### src/rtl/masked_adder_pkg.sv
// Shared types and constants for the 2-share masked adder pipeline and its bench.
package masked_adder_pkg;

    localparam int NSHARES = 2;

    // Per-bit operand skew word: two shares of a, two shares of b, one random bit.
    localparam int OPBITS = 2 * NSHARES + 1;

    typedef struct packed {
        logic s0;
        logic s1;
    } share2_t;

    function automatic int adderLatency(input int width);
        return width + 1;
    endfunction

endpackage

### src/rtl/masked_adder_pipe_dom_and.sv
// dom_and: one-cycle DOM-indep AND on 2-share inputs with registered inner and cross terms.
module dom_and
    import masked_adder_pkg::*;
(
    input  logic    clk,
    input  logic    rst,
    input  share2_t x_i,
    input  share2_t y_i,
    input  logic    r_i,
    output share2_t z_o
);

    share2_t inner_d, inner_q;
    share2_t cross_d, cross_q;

    // Cross terms are blinded by r before the register so the shares never meet unmasked.
    always_comb begin
        inner_d.s0 = x_i.s0 & y_i.s0;
        inner_d.s1 = x_i.s1 & y_i.s1;
        cross_d.s0 = (x_i.s0 & y_i.s1) ^ r_i;
        cross_d.s1 = (x_i.s1 & y_i.s0) ^ r_i;
    end

    always_ff @(posedge clk or posedge rst) begin
        if (rst) begin
            inner_q <= '0;
            cross_q <= '0;
        end else begin
            inner_q <= inner_d;
            cross_q <= cross_d;
        end
    end

    assign z_o.s0 = inner_q.s0 ^ cross_q.s0;
    assign z_o.s1 = inner_q.s1 ^ cross_q.s1;

endmodule

### src/rtl/masked_adder_pipe.sv
// masked_adder_pipe: pipelined 2-share masked ripple-carry adder, one DOM AND per carry stage.
// Define MASKED_ADDER_REFRESH_EN to re-mask the output register with i_rnd_ref.
module masked_adder_pipe
    import masked_adder_pkg::*;
#(
    parameter int WIDTH = 4
) (
    input  logic             clk,
    input  logic             rst,
    input  logic             i_valid,
    input  logic [WIDTH-1:0] i_a0,
    input  logic [WIDTH-1:0] i_a1,
    input  logic [WIDTH-1:0] i_b0,
    input  logic [WIDTH-1:0] i_b1,
    input  logic             i_cin0,
    input  logic             i_cin1,
    input  logic [WIDTH-1:0] i_rnd,
    input  logic [WIDTH:0]   i_rnd_ref,
    output logic             o_valid,
    output logic [WIDTH-1:0] o_sum0,
    output logic [WIDTH-1:0] o_sum1,
    output logic             o_carry0,
    output logic             o_carry1
);

    localparam int LAT = adderLatency(WIDTH);

    share2_t          cin_q;
    logic [WIDTH:0]   carry0;
    logic [WIDTH:0]   carry1;
    logic [WIDTH-1:0] sumTail0;
    logic [WIDTH-1:0] sumTail1;
    logic [LAT-1:0]   validSkew_q;

    logic [WIDTH-1:0] outSum0_d, outSum0_q;
    logic [WIDTH-1:0] outSum1_d, outSum1_q;
    logic             outCarry0_d, outCarry0_q;
    logic             outCarry1_d, outCarry1_q;
    logic             outValid_q;

    always_ff @(posedge clk or posedge rst) begin
        if (rst) begin
            cin_q       <= '0;
            validSkew_q <= '0;
        end else begin
            cin_q       <= '{s0: i_cin0, s1: i_cin1};
            validSkew_q <= {validSkew_q[LAT-2:0], i_valid};
        end
    end

    assign carry0[0] = cin_q.s0;
    assign carry1[0] = cin_q.s1;

    // Stage k sees its operand bit after k+1 skew registers, in step with carry c_k.
    for (genvar k = 0; k < WIDTH; k++) begin : gStage
        logic [OPBITS-1:0]  opSkew_q [k+1];
        logic [NSHARES-1:0] sumSkew_q [WIDTH-k];
        logic [OPBITS-1:0]  op;
        share2_t            a, b, c, x, y, z, s;
        share2_t            cDel_q;

        assign op = opSkew_q[k];
        assign a  = '{s0: op[0], s1: op[1]};
        assign b  = '{s0: op[2], s1: op[3]};
        assign c  = '{s0: carry0[k], s1: carry1[k]};

        assign x = '{s0: a.s0 ^ c.s0, s1: a.s1 ^ c.s1};
        assign y = '{s0: b.s0 ^ c.s0, s1: b.s1 ^ c.s1};
        assign s = '{s0: a.s0 ^ b.s0 ^ c.s0, s1: a.s1 ^ b.s1 ^ c.s1};

        dom_and uAnd (
            .clk (clk),
            .rst (rst),
            .x_i (x),
            .y_i (y),
            .r_i (op[OPBITS-1]),
            .z_o (z)
        );

        // c_k is delayed one register so it lines up with the gadget output.
        always_ff @(posedge clk or posedge rst) begin
            if (rst) begin
                for (int j = 0; j <= k; j++) opSkew_q[j] <= '0;
                for (int j = 0; j < WIDTH - k; j++) sumSkew_q[j] <= '0;
                cDel_q <= '0;
            end else begin
                opSkew_q[0] <= {i_rnd[k], i_b1[k], i_b0[k], i_a1[k], i_a0[k]};
                for (int j = 1; j <= k; j++) opSkew_q[j] <= opSkew_q[j-1];
                sumSkew_q[0] <= {s.s1, s.s0};
                for (int j = 1; j < WIDTH - k; j++) sumSkew_q[j] <= sumSkew_q[j-1];
                cDel_q <= c;
            end
        end

        assign carry0[k+1] = z.s0 ^ cDel_q.s0;
        assign carry1[k+1] = z.s1 ^ cDel_q.s1;
        assign sumTail0[k] = sumSkew_q[WIDTH-k-1][0];
        assign sumTail1[k] = sumSkew_q[WIDTH-k-1][1];
    end

`ifdef MASKED_ADDER_REFRESH_EN
    logic [WIDTH:0] refSkew_q [LAT];
    logic [WIDTH:0] refTail;

    always_ff @(posedge clk or posedge rst) begin
        if (rst) begin
            for (int j = 0; j < LAT; j++) refSkew_q[j] <= '0;
        end else begin
            refSkew_q[0] <= i_rnd_ref;
            for (int j = 1; j < LAT; j++) refSkew_q[j] <= refSkew_q[j-1];
        end
    end

    assign refTail = refSkew_q[LAT-1];
`else
    logic unusedRef;
    assign unusedRef = ^i_rnd_ref;
`endif

    always_comb begin
        outSum0_d   = sumTail0;
        outSum1_d   = sumTail1;
        outCarry0_d = carry0[WIDTH];
        outCarry1_d = carry1[WIDTH];
`ifdef MASKED_ADDER_REFRESH_EN
        outSum0_d   = sumTail0 ^ refTail[WIDTH-1:0];
        outSum1_d   = sumTail1 ^ refTail[WIDTH-1:0];
        outCarry0_d = carry0[WIDTH] ^ refTail[WIDTH];
        outCarry1_d = carry1[WIDTH] ^ refTail[WIDTH];
`endif
    end

    always_ff @(posedge clk or posedge rst) begin
        if (rst) begin
            outSum0_q   <= '0;
            outSum1_q   <= '0;
            outCarry0_q <= 1'b0;
            outCarry1_q <= 1'b0;
            outValid_q  <= 1'b0;
        end else begin
            outSum0_q   <= outSum0_d;
            outSum1_q   <= outSum1_d;
            outCarry0_q <= outCarry0_d;
            outCarry1_q <= outCarry1_d;
            outValid_q  <= validSkew_q[LAT-1];
        end
    end

    assign o_valid  = outValid_q;
    assign o_sum0   = outSum0_q;
    assign o_sum1   = outSum1_q;
    assign o_carry0 = outCarry0_q;
    assign o_carry1 = outCarry1_q;

endmodule

### config.mk
export PLATFORM = sky130hd
export DESIGN_NAME = masked_adder_pipe
export DESIGN_NICKNAME = d
export VERILOG_FILES = /design/src/rtl/masked_adder_pkg.sv /design/src/rtl/masked_adder_pipe_dom_and.sv /design/src/rtl/masked_adder_pipe.sv
export SDC_FILE = /design/constraint.sdc
export NUM_CORES = 1
export LEC_CHECK = 0
export ABC_AREA = 1
export CORE_AREA = 2 2 83 85
export CTS_CLUSTER_DIAMETER = 30
export DETAILED_ROUTE_END_ITERATION = 10
export DIE_AREA = 0 0 85 87
export DONT_BUFFER_PORTS = 1
export GPL_TIMING_DRIVEN = 1
export PLACE_DENSITY = 0.73
export SLEW_MARGIN = 40
export SYNTH_ARGS = -nofsm -noshare
export SYNTH_HDL_FRONTEND = slang
export SYNTH_SLANG_ARGS = --single-unit
### constraint.sdc
create_clock -name clk -period 5.84 [get_ports clk]
set_input_delay 1.752 -clock clk [delete_from_list [all_inputs] [get_ports clk]]
set_output_delay 1.752 -clock clk [all_outputs]
set_load 0.05 [all_outputs]
; After elaboration in Yosys (flattened, before gate mapping)
; Cells that the tools add are included.
[word_totals]
register_bits = 112
inputBits = 30
output_inout_bits = 11
elab_cells = 124
[op_classes]
bitwise = 72
[op_table]
columns = operator, n
row1 = $xor A1 B1 Y1, 56
row2 = $and A1 B1 Y1, 16

; Logic depth before layout (Yosys ltp)
; Gate-level depths: netlist (run 1).
[logic_depth]
word_depth = 5
ltp_mapped = 10
depth_no_buf = 10

; Hierarchy
; From an unflattened synthesis (run 1), not the netlist that was laid out.
[hier_totals]
hier_cells = 361
hier_area_um2 = 3799.9
[by_module_without_submodules]
columns = module, instances, cells_each, area_each_um2, seq_area_each_um2
row1 = masked_adder_pipe, 1, 257, 3059.2, 2402.3
row2 = dom_and, 4, 26, 185.2, 100.1

; Worst setup path after synthesis (run 1)
; Ideal clock, no wire load.
[synth_timing]
path_type = flip-flop to output port
start = reg outCarry0_q (netlist: o_carry0)
end = out o_carry0
t_arrival_ps = 586
required_ps = 4088
path_slack_ps = 3502
path_stages_with_launch = 1
path_buffers = 0
path_cell_list = dfrtp_1
[synth_rtl]
columns = element, line_no
row1 = start: declaration, masked_adder_pipe.sv:37  ; logic outCarry0_d, outCarry0_q;
row2 = start signal: assignment, masked_adder_pipe.sv:143  ; outCarry0_q <= outCarry0_d;
row3 = end: declaration, masked_adder_pipe.sv:22  ; output logic o_carry0,
; No word-level cell between the ends.

; Worst setup path after layout (run 1)
[layout_timing]
start = reg outCarry1_q (netlist: o_carry1)
end = out o_carry1
[layout_rtl]
columns = element, line_no
row1 = start: declaration, masked_adder_pipe.sv:38  ; logic outCarry1_d, outCarry1_q;
row2 = start signal: assignment, masked_adder_pipe.sv:144  ; outCarry1_q <= outCarry1_d;
row3 = end: declaration, masked_adder_pipe.sv:23  ; output logic o_carry1
; No word-level cell between the ends.

==> results.cfg, run 1 <==
[die]
dieWidth_um = 85
pin_count = 41
dieArea_mm2 = 0.00740
start_util = 0.563
core_area_mm2 = 0.00657
num_rows = 30
die_y_um = 87

[grt]
grt_pass1_vias = 1918
grt_pass1_wl_um = 7850
grt_max_degree = 72
overflow = 0
antenna_found_initial = 0
gr-usage-all-layers = 0.141

[placed_design]
placed_area_mm2 = 0.00381
portBuffers = 0
dp_hpwl_um = 3070
place.gp.congestion = 0.737

[yosys]
synthesis.area_mm2 = 0.00370
synthesis.nets = 322
synth_area_leaders = dfrtp_1, nand2_1, inv_1
synth_top_cell_by_area = dfrtp_1
avgSynthCellArea_um2 = 12.7
synthCells = 292
ys_types = 12
yosysSeqAreaShare = 0.758
synth_seq_cells = 112
yosysTopAreaCellShare = 0.758
ys_warn_count = 0

[detailed_routing]
drt-initial-drc-count = 200
vias_per_cell = 4.82
drc = 0
avgRoutedWirePerCell_um = 11.7
num_vias = 1875
ant_nets = 0
wirelength_um = 4530
first_pass_iters = 4

[status]
status = finished clean

[power]
p_leak_nw = 2.01
internal_power_mw = 1.17
p_total_mw = 1.69
ir_drop_v = 0.000280
p_per_area_mw_per_mm2 = 421
clkPwrFrac = 0.257
seqPwrFrac = 0.602
p_sw_mw = 0.518
swShare = 0.307
comb_power_share = 0.141

[critical_path]
r2r_slack_ns = 4.63
required_ns = 4.09
ff2ff_path_depth = 10
worstReg2RegEnd = gStage[3].uAnd.cross_q[1]$_DFF_PP0_
worstSetupPathDepth = 0
path_max_fanout = 1
worstPathArrival_ns = 0.99
r2r-start = gStage[2].uAnd.cross_q[0]$_DFF_PP0_
worst-setup-path-type = reg2out
worstSetupEndpointType = output pin
critPathLaunchType = flip-flop

[sta]
timing.hold.ws_ns = 0.341
tightest_slew_ns = 0.585
finClkSkew_ns = 0.0137
slew_headroom = 0.610
post-route-min-period_ns = 2.74
rsz0062_at_grt = false
hold_violations = 0
slew_viol_final = 0
post-route-period-util = 0.469
fmax_mhz = 365
finalSetupTns_ns = 0
finalSetupViolCount = 0

[layout]
antenna_cells = 0
fin_area_mm2 = 0.00401
utilization = 0.610
nFillCells = 481
area_growth_pct = 8.42
drive_gt1_frac = 0.146
nets = 334

[cts]
holdBufCountCts = 0
cts_tree = done
htreeDepth = 3
clk_pin_slew_ns = 0.10
clock-sinks = 112
clk_path_buf_depth = 2
clk_latency_ns = 0.36
cts_made_buffers = 9
cts_setup_buffers = 0
cts_root_buffer = clkbuf_8
cts_resized = 0

[flow_run]
drv_cap = 0

[hold_path]
min_path_type = reg2reg
min_to = gStage[3].opSkew_q[8]$_DFF_PP0_
worstHoldStart = gStage[3].opSkew_q[13]$_DFF_PP0_
holdPathStages = 0
==> through the flow <==
stage / worst slack, ns / std cells
floorplan: 1.13 / 292
global route: 3.05 / 389
detailed placement: 2.93 / 373
CTS: 3.07 / 389
global placement: 2.96 / 373
finish: 3.10 / 389
==> state kept, by name (all words and copies together) (netlist names) <==
name                 flops
carry0                   1
carry1                   1
gStage.cDel_q            8
gStage.op               20
gStage.opSkew_q         30
gStage.sumSkew_q        20
gStage.uAnd.cross_q      8
gStage.uAnd.inner_q      8
o_carry0                 1
o_carry1                 1
o_sum0                   4
o_sum1                   4
o_valid                  1
validSkew_q              5
==> synth_stat cells, drive strengths merged <==
master	instances
dfrtp	112
xor2	11
xnor2	4
a21oi	3
nand2	77
nor2	6
and2	8
inv	38
nand3	33
==> cells by family after synthesis <==
family	share of synthesized area
flops	0.758
simple gates	0.164
xor+xnor	0.0355
compound gates	0.00406
buf+inv	0.0386
==> how the worst max path moves through the flow <==
stage	startpoint	end	slack, ns
3_3_place_gp	rst	gStage[2].opSkew_q[5]$_DFF_PP0_	2.96
2_1_floorplan	rst	carry0[0]$_DFF_PP0_	1.13
4_1_cts	o_sum0[0]$_DFF_PP0_	o_sum0[0]	3.07
6_report	o_carry1$_DFF_PP0_	o_carry1	3.10
5_1_grt	o_carry1$_DFF_PP0_	o_carry1	3.05
3_5_place_dp	rst	gStage[1].op[0]$_DFF_PP0_	2.93
==> layout by cell type, fill, tap and decap left out, drive strengths merged <==
cell and n:
nand2 77, nor2 6, clkinvlp 1, dfrtp 112
nand3 33, and2 8, clkbuf 12, a21oi 3
inv 41, xor2 11, buf 1, xnor2 4
==> final cells by class <==
class                      count  area (µm²)  area share
clock buffer                  12         165      0.0412
clock inverter                 4        33.8     0.00842
inverter                      38         148      0.0368
multi-input combinational    142         753       0.188
sequential                   112        2800       0.699
tap                           80         100      0.0250
timing repair buffer           1        7.51     0.00187
==> routing by layer <==
layer | vias to the layer above | part of all wire | global-route usage
li1 | 911 | - | -
met1 | 908 | 0.40 | 0.147
met2 | 48 | 0.53 | 0.246
met3 | 8 | 0.047 | 0.0455
met4 | 0 | 0.023 | 0.0851
met5 | - | 0 | 0
==> power groups by stage <==
stage                     registers [mW]  logic, mW  clock network [mW]
after floorplan                     1.02      0.198                   0
after global placement              1.03      0.222                   0
after detailed placement            1.04      0.236                   0
after CTS                           1.02      0.238               0.453
after global routing                1.03      0.276               0.483
final                               1.02      0.237               0.434
Note: power is estimated with default switching activity, not from simulation.
==> inputs of run 2 (changes only) <==
CORE_AREA = 2 2 86 88   (was 2 2 83 85)
DIE_AREA = 0 0 88 90   (was 0 0 85 87)
PLACE_DENSITY = 0.71   (was 0.73)
clock period = 2.4 ns   (was 5.84 ns; I/O delays follow)
==> run 2 against run 1 <==
Effect of this change: critical path depth did not move; critical path type unchanged; utilization decreased by 3.5 points; sequential cell count stayed put.
==> results.cfg, run 2 (synthesized netlist as in run 1, its figures left out) <==
[grt]
met1_usage = 0.147
antenna_found_initial = 0
busiest_layer = met2
grtUsageMet2 = 0.237
gr-usage-all-layers = 0.140
grt_pass1_vias = 1992
use_met3 = 0.0468
grt_max_degree = 113
grt_pass1_wl_um = 8330
overflow = 0

[sta]
fmax_mhz = 583
post-route-min-period_ns = 1.71
finalSetupViolCount = 0
rsz0062_at_grt = false
tightest_slew_ns = 0.565
finClkSkew_ns = 0.00697
slew_headroom = 0.624
post-route-period-util = 0.714
hold_violations = 0
finalSetupTns_ns = 0
slew_viol_final = 0

[detailed_routing]
wirelength_um = 4470
drt-initial-drc-count = 83
vias_per_cell = 4.57
num_vias = 1861
avgRoutedWirePerCell_um = 11.0
drc = 0
ant_nets = 0
first_pass_iters = 4

[layout]
nFillCells = 553
antenna_cells = 0
mostFrequentLayoutCells = dfrtp_1, nand2_1, inv_1
regArea_mm2 = 0.00280
drive_gt1_frac = 0.143
final_common_cell = dfrtp_1
area_growth_pct = 9.20
multi_input_area_um2 = 753
regMostFlops = gStage.opSkew_q
nets = 334
largest_reg_flops = 30

[critical_path]
worst-setup-path-type = reg2out
worstSetupEndpointType = output pin
crit_path_start = o_sum0[0]$_DFF_PP0_
critPathLaunchType = flip-flop
path_max_fanout = 1
worstPathArrival_ns = 0.99
required_ns = 1.68
r2r-start = gStage[1].uAnd.inner_q[0]$_DFF_PP0_

[placed_design]
place.gp.congestion = 0.761
dp_hpwl_um = 2930
portBuffers = 0

[die]
die_y_um = 90
num_rows = 31
start_util = 0.527
pin_count = 41
core_area_mm2 = 0.00702
dieArea_mm2 = 0.00792
dieWidth_um = 88

[status]
status = finished clean

[cts]
cts_tree = done
cts_resized = 0
clk_pin_slew_ns = 0.10
cts_root_buffer = clkbuf_8
holdBufCountCts = 0
clk_latency_ns = 0.36
clock-sinks = 112
cts_made_buffers = 9
htreeDepth = 3
cts_setup_buffers = 0
clk_path_buf_depth = 2

[power]
p_per_area_mw_per_mm2 = 1020
p_total_mw = 4.11
ir_drop_v = 0.000443
p_leak_nw = 2.01

[hold_path]
worstHoldStart = gStage[3].opSkew_q[18]$_DFF_PP0_
min_path_type = reg2reg

[flow_run]
drv_cap = 0
-- run 2: routing by layer --
metal | vias up | wire length (µm)
met5 | - | 0
met4 | 0 | 144
met3 | 10 | 205
met2 | 41 | 2310
met1 | 902 | 1800
li1 | 908 | -
-- run 2: final cells by class --
type                            count  area share
Sequential cell                   112       0.694
Multi-Input combinational cell    142       0.186
Inverter                           38      0.0362
Clock buffer                        9      0.0307
Tap cell                           99      0.0307
Clock inverter                      6      0.0170
Timing Repair Buffer                1     0.00496
-- run 2: through the flow --
step	hold WS, ns	std cells	util	cell area, µm²	worst slack (ns)
after floorplan	0.331	292	-	3700	0.323
after CTS	0.350	407	0.575	4040	0.655
final	0.350	407	0.575	4040	0.686
after detailed placement	0.335	392	0.548	3850	1.08
after global placement	0.331	392	0.548	3850	1.09
after global routing	0.337	407	0.575	4040	0.636
-- run 2: final timing paths --
check	endpoint	slack [ns]	cells past startpoint
worst max-delay path	o_sum0[0]	0.69	0
worst min register to register	gStage[3].opSkew_q[13]$_DFF_PP0_	0.35	0
worst min-delay path	gStage[3].opSkew_q[13]$_DFF_PP0_	0.35	0
max in group asynchronous	gStage[3].op[4]$_DFF_PP0_	1.59	2
worst max register to register	gStage[2].sumSkew_q[3]$_DFF_PP0_	1.21	9
min in group asynchronous	o_sum1[1]$_DFF_PP0_	0.36	2
-- run 2: worst reg2reg max path, stage by stage (launching register included) --
cell,delay (ns)
dfrtp_1,0.40
inv_1,0.05
nand2_1,0.07
nand2_1,0.08
nand2_2,0.08
nand2_2,0.09
nand2_2,0.06
nand2_2,0.09
nor2_1,0.05
nor2_1,0.14
-- run 2: where the power goes --
| part | total, mW | internal [mW] | switching [mW] |
|---|---|---|---|
| sequential | 2.47 | 2.16 | 0.313 |
| clock | 1.07 | 0.484 | 0.585 |
| combinational | 0.570 | 0.215 | 0.355 |
==> inputs of run 3 (changes only) <==
CORE_AREA = 2 2 83 85   (was 2 2 86 88)
DIE_AREA = 0 0 85 87   (was 0 0 88 90)
PLACE_DENSITY = 0.73   (was 0.71)
clock period = 1.7 ns   (was 2.4 ns; I/O delays follow)
==> run 3 against run 2 <==
Effect of this change: worst hold slack got worse by 0.24 ns; global-route usage up 0.52 points; cell count is 4.2% lower; utilization up 3.7 points; critical path type unchanged; highest routed layer unchanged.
==> results.cfg, run 3 (synthesized netlist as in run 1, its figures left out) <==
[layout]
area_growth_pct = 8.83
antenna_cells = 0
final_common_cell = dfrtp_1
post_layout_nonfiller_instances = 390
multi_input_area_um2 = 753
largest_reg_flops = 30
drive_gt1_frac = 0.145
regMostFlops = gStage.opSkew_q
regArea_mm2 = 0.00280
mostFrequentLayoutCells = dfrtp_1, nand2_1, inv_1
nets = 335
nFillCells = 484

[sta]
setup_slack_ns = 0.202
finalSetupViolCount = 0
slew_headroom = 0.706
tightest_slew_ns = 0.442
post-route-period-util = 0.881
finClkSkew_ns = 0.0113
fmax_mhz = 667
post-route-min-period_ns = 1.50
slew_viol_final = 0
rsz0062_at_grt = false
hold_violations = 0

[grt]
grtUsageMet2 = 0.258
overflow = 0
use_met3 = 0.0512
gr-usage-all-layers = 0.146
grt_pass1_wl_um = 8070
grt_pass1_vias = 1915
met1_usage = 0.152
grt_max_degree = 63
busiest_layer = met2
antenna_found_initial = 0

[die]
start_util = 0.563
dieWidth_um = 85
dieArea_mm2 = 0.00740
die_y_um = 87
pin_count = 41
core_area_mm2 = 0.00657
num_rows = 30

[critical_path]
required_ns = 1.19
worst-setup-path-type = reg2out
worstSetupEndpointType = output pin
crit_path_start = o_carry1$_DFF_PP0_
worstPathArrival_ns = 0.99
critPathLaunchType = flip-flop
ff2ff_path_depth = 9
r2r-start = gStage[1].uAnd.inner_q[0]$_DFF_PP0_
path_max_fanout = 1
worstSetupPathDepth = 0

[flow_run]
drv_cap = 0

[detailed_routing]
num_vias = 1896
avgRoutedWirePerCell_um = 11.6
drc = 0
drt-initial-drc-count = 146
wirelength_um = 4520
vias_per_cell = 4.86
ant_nets = 0
first_pass_iters = 4

[hold_path]
min_path_type = in2async

[cts]
htreeDepth = 3
clk_pin_slew_ns = 0.10
clk_path_buf_depth = 2
clock-sinks = 112
cts_root_buffer = clkbuf_8
cts_setup_buffers = 0
cts_tree = done
cts_made_buffers = 9
holdBufCountCts = 0
clk_latency_ns = 0.36
cts_resized = 0

[power]
p_leak_nw = 2.00
ir_drop_v = 0.000919
p_per_area_mw_per_mm2 = 1420

[placed_design]
dp_hpwl_um = 3110
dp.cells = 374
place.gp.congestion = 0.764
place_ws_ns = 0.508
portBuffers = 0

[status]
status = finished clean
[run 3: cell count changes in the layout (fill, tap and decap cells not counted), sizes merged]
| cell | delta |
|---|---|
| clkbuf | +2 |
| inv | -1 |
| buf | +1 |
| clkinvlp | +1 |
| bufinv | -1 |
[run 3: report_power, final]
group / internal (mW) / switching, mW
Combinational: 0.308 / 0.510
Sequential: 3.05 / 0.442
Clock: 0.584 / 0.822
Total: 3.94 / 1.77
[run 3: layer usage]
metal,vias to the layer above,wire [µm]
met5,-,0
met4,0,126
met3,12,201
met2,44,2410
met1,926,1790
li1,914,-
[run 3: metrics by stage]
| stage | total power [mW] | utilization | hold slack, ns | setup TNS [ns] | instance area [µm²] |
|---|---|---|---|---|---|
| floorplan | 4.19 | - | 0.331 | -18.75 | 3700 |
| global placement | 4.31 | 0.585 | 0.331 | 0 | 3840 |
| detailed placement | 4.38 | 0.585 | 0.335 | 0 | 3840 |
| CTS | 5.80 | 0.613 | 0.0983 | 0 | 4030 |
| global route | 6.07 | 0.613 | 0.106 | 0 | 4030 |
| finish | 5.72 | 0.613 | 0.108 | 0 | 4030 |
[run 3: path summary, 6_finish.rpt]
check | slack (ns) | endpoint
max | 0.20 | o_carry1
min | 0.11 | o_sum1[1]$_DFF_PP0_
max reg2reg | 0.48 | gStage[2].sumSkew_q[3]$_DFF_PP0_
min reg2reg | 0.35 | gStage[3].opSkew_q[7]$_DFF_PP0_
max in group asynchronous | 1.31 | gStage[2].opSkew_q[8]$_DFF_PP0_
min in group clk | 0.17 | gStage[0].op[4]$_DFF_PP0_
[run 3: layout make-up]
type	instances	area share
Sequential cell	112	0.696
Multi-Input combinational cell	142	0.187
Inverter	38	0.0364
Clock buffer	11	0.0351
Tap cell	80	0.0249
Clock inverter	5	0.0103
Timing Repair Buffer	2	0.00995
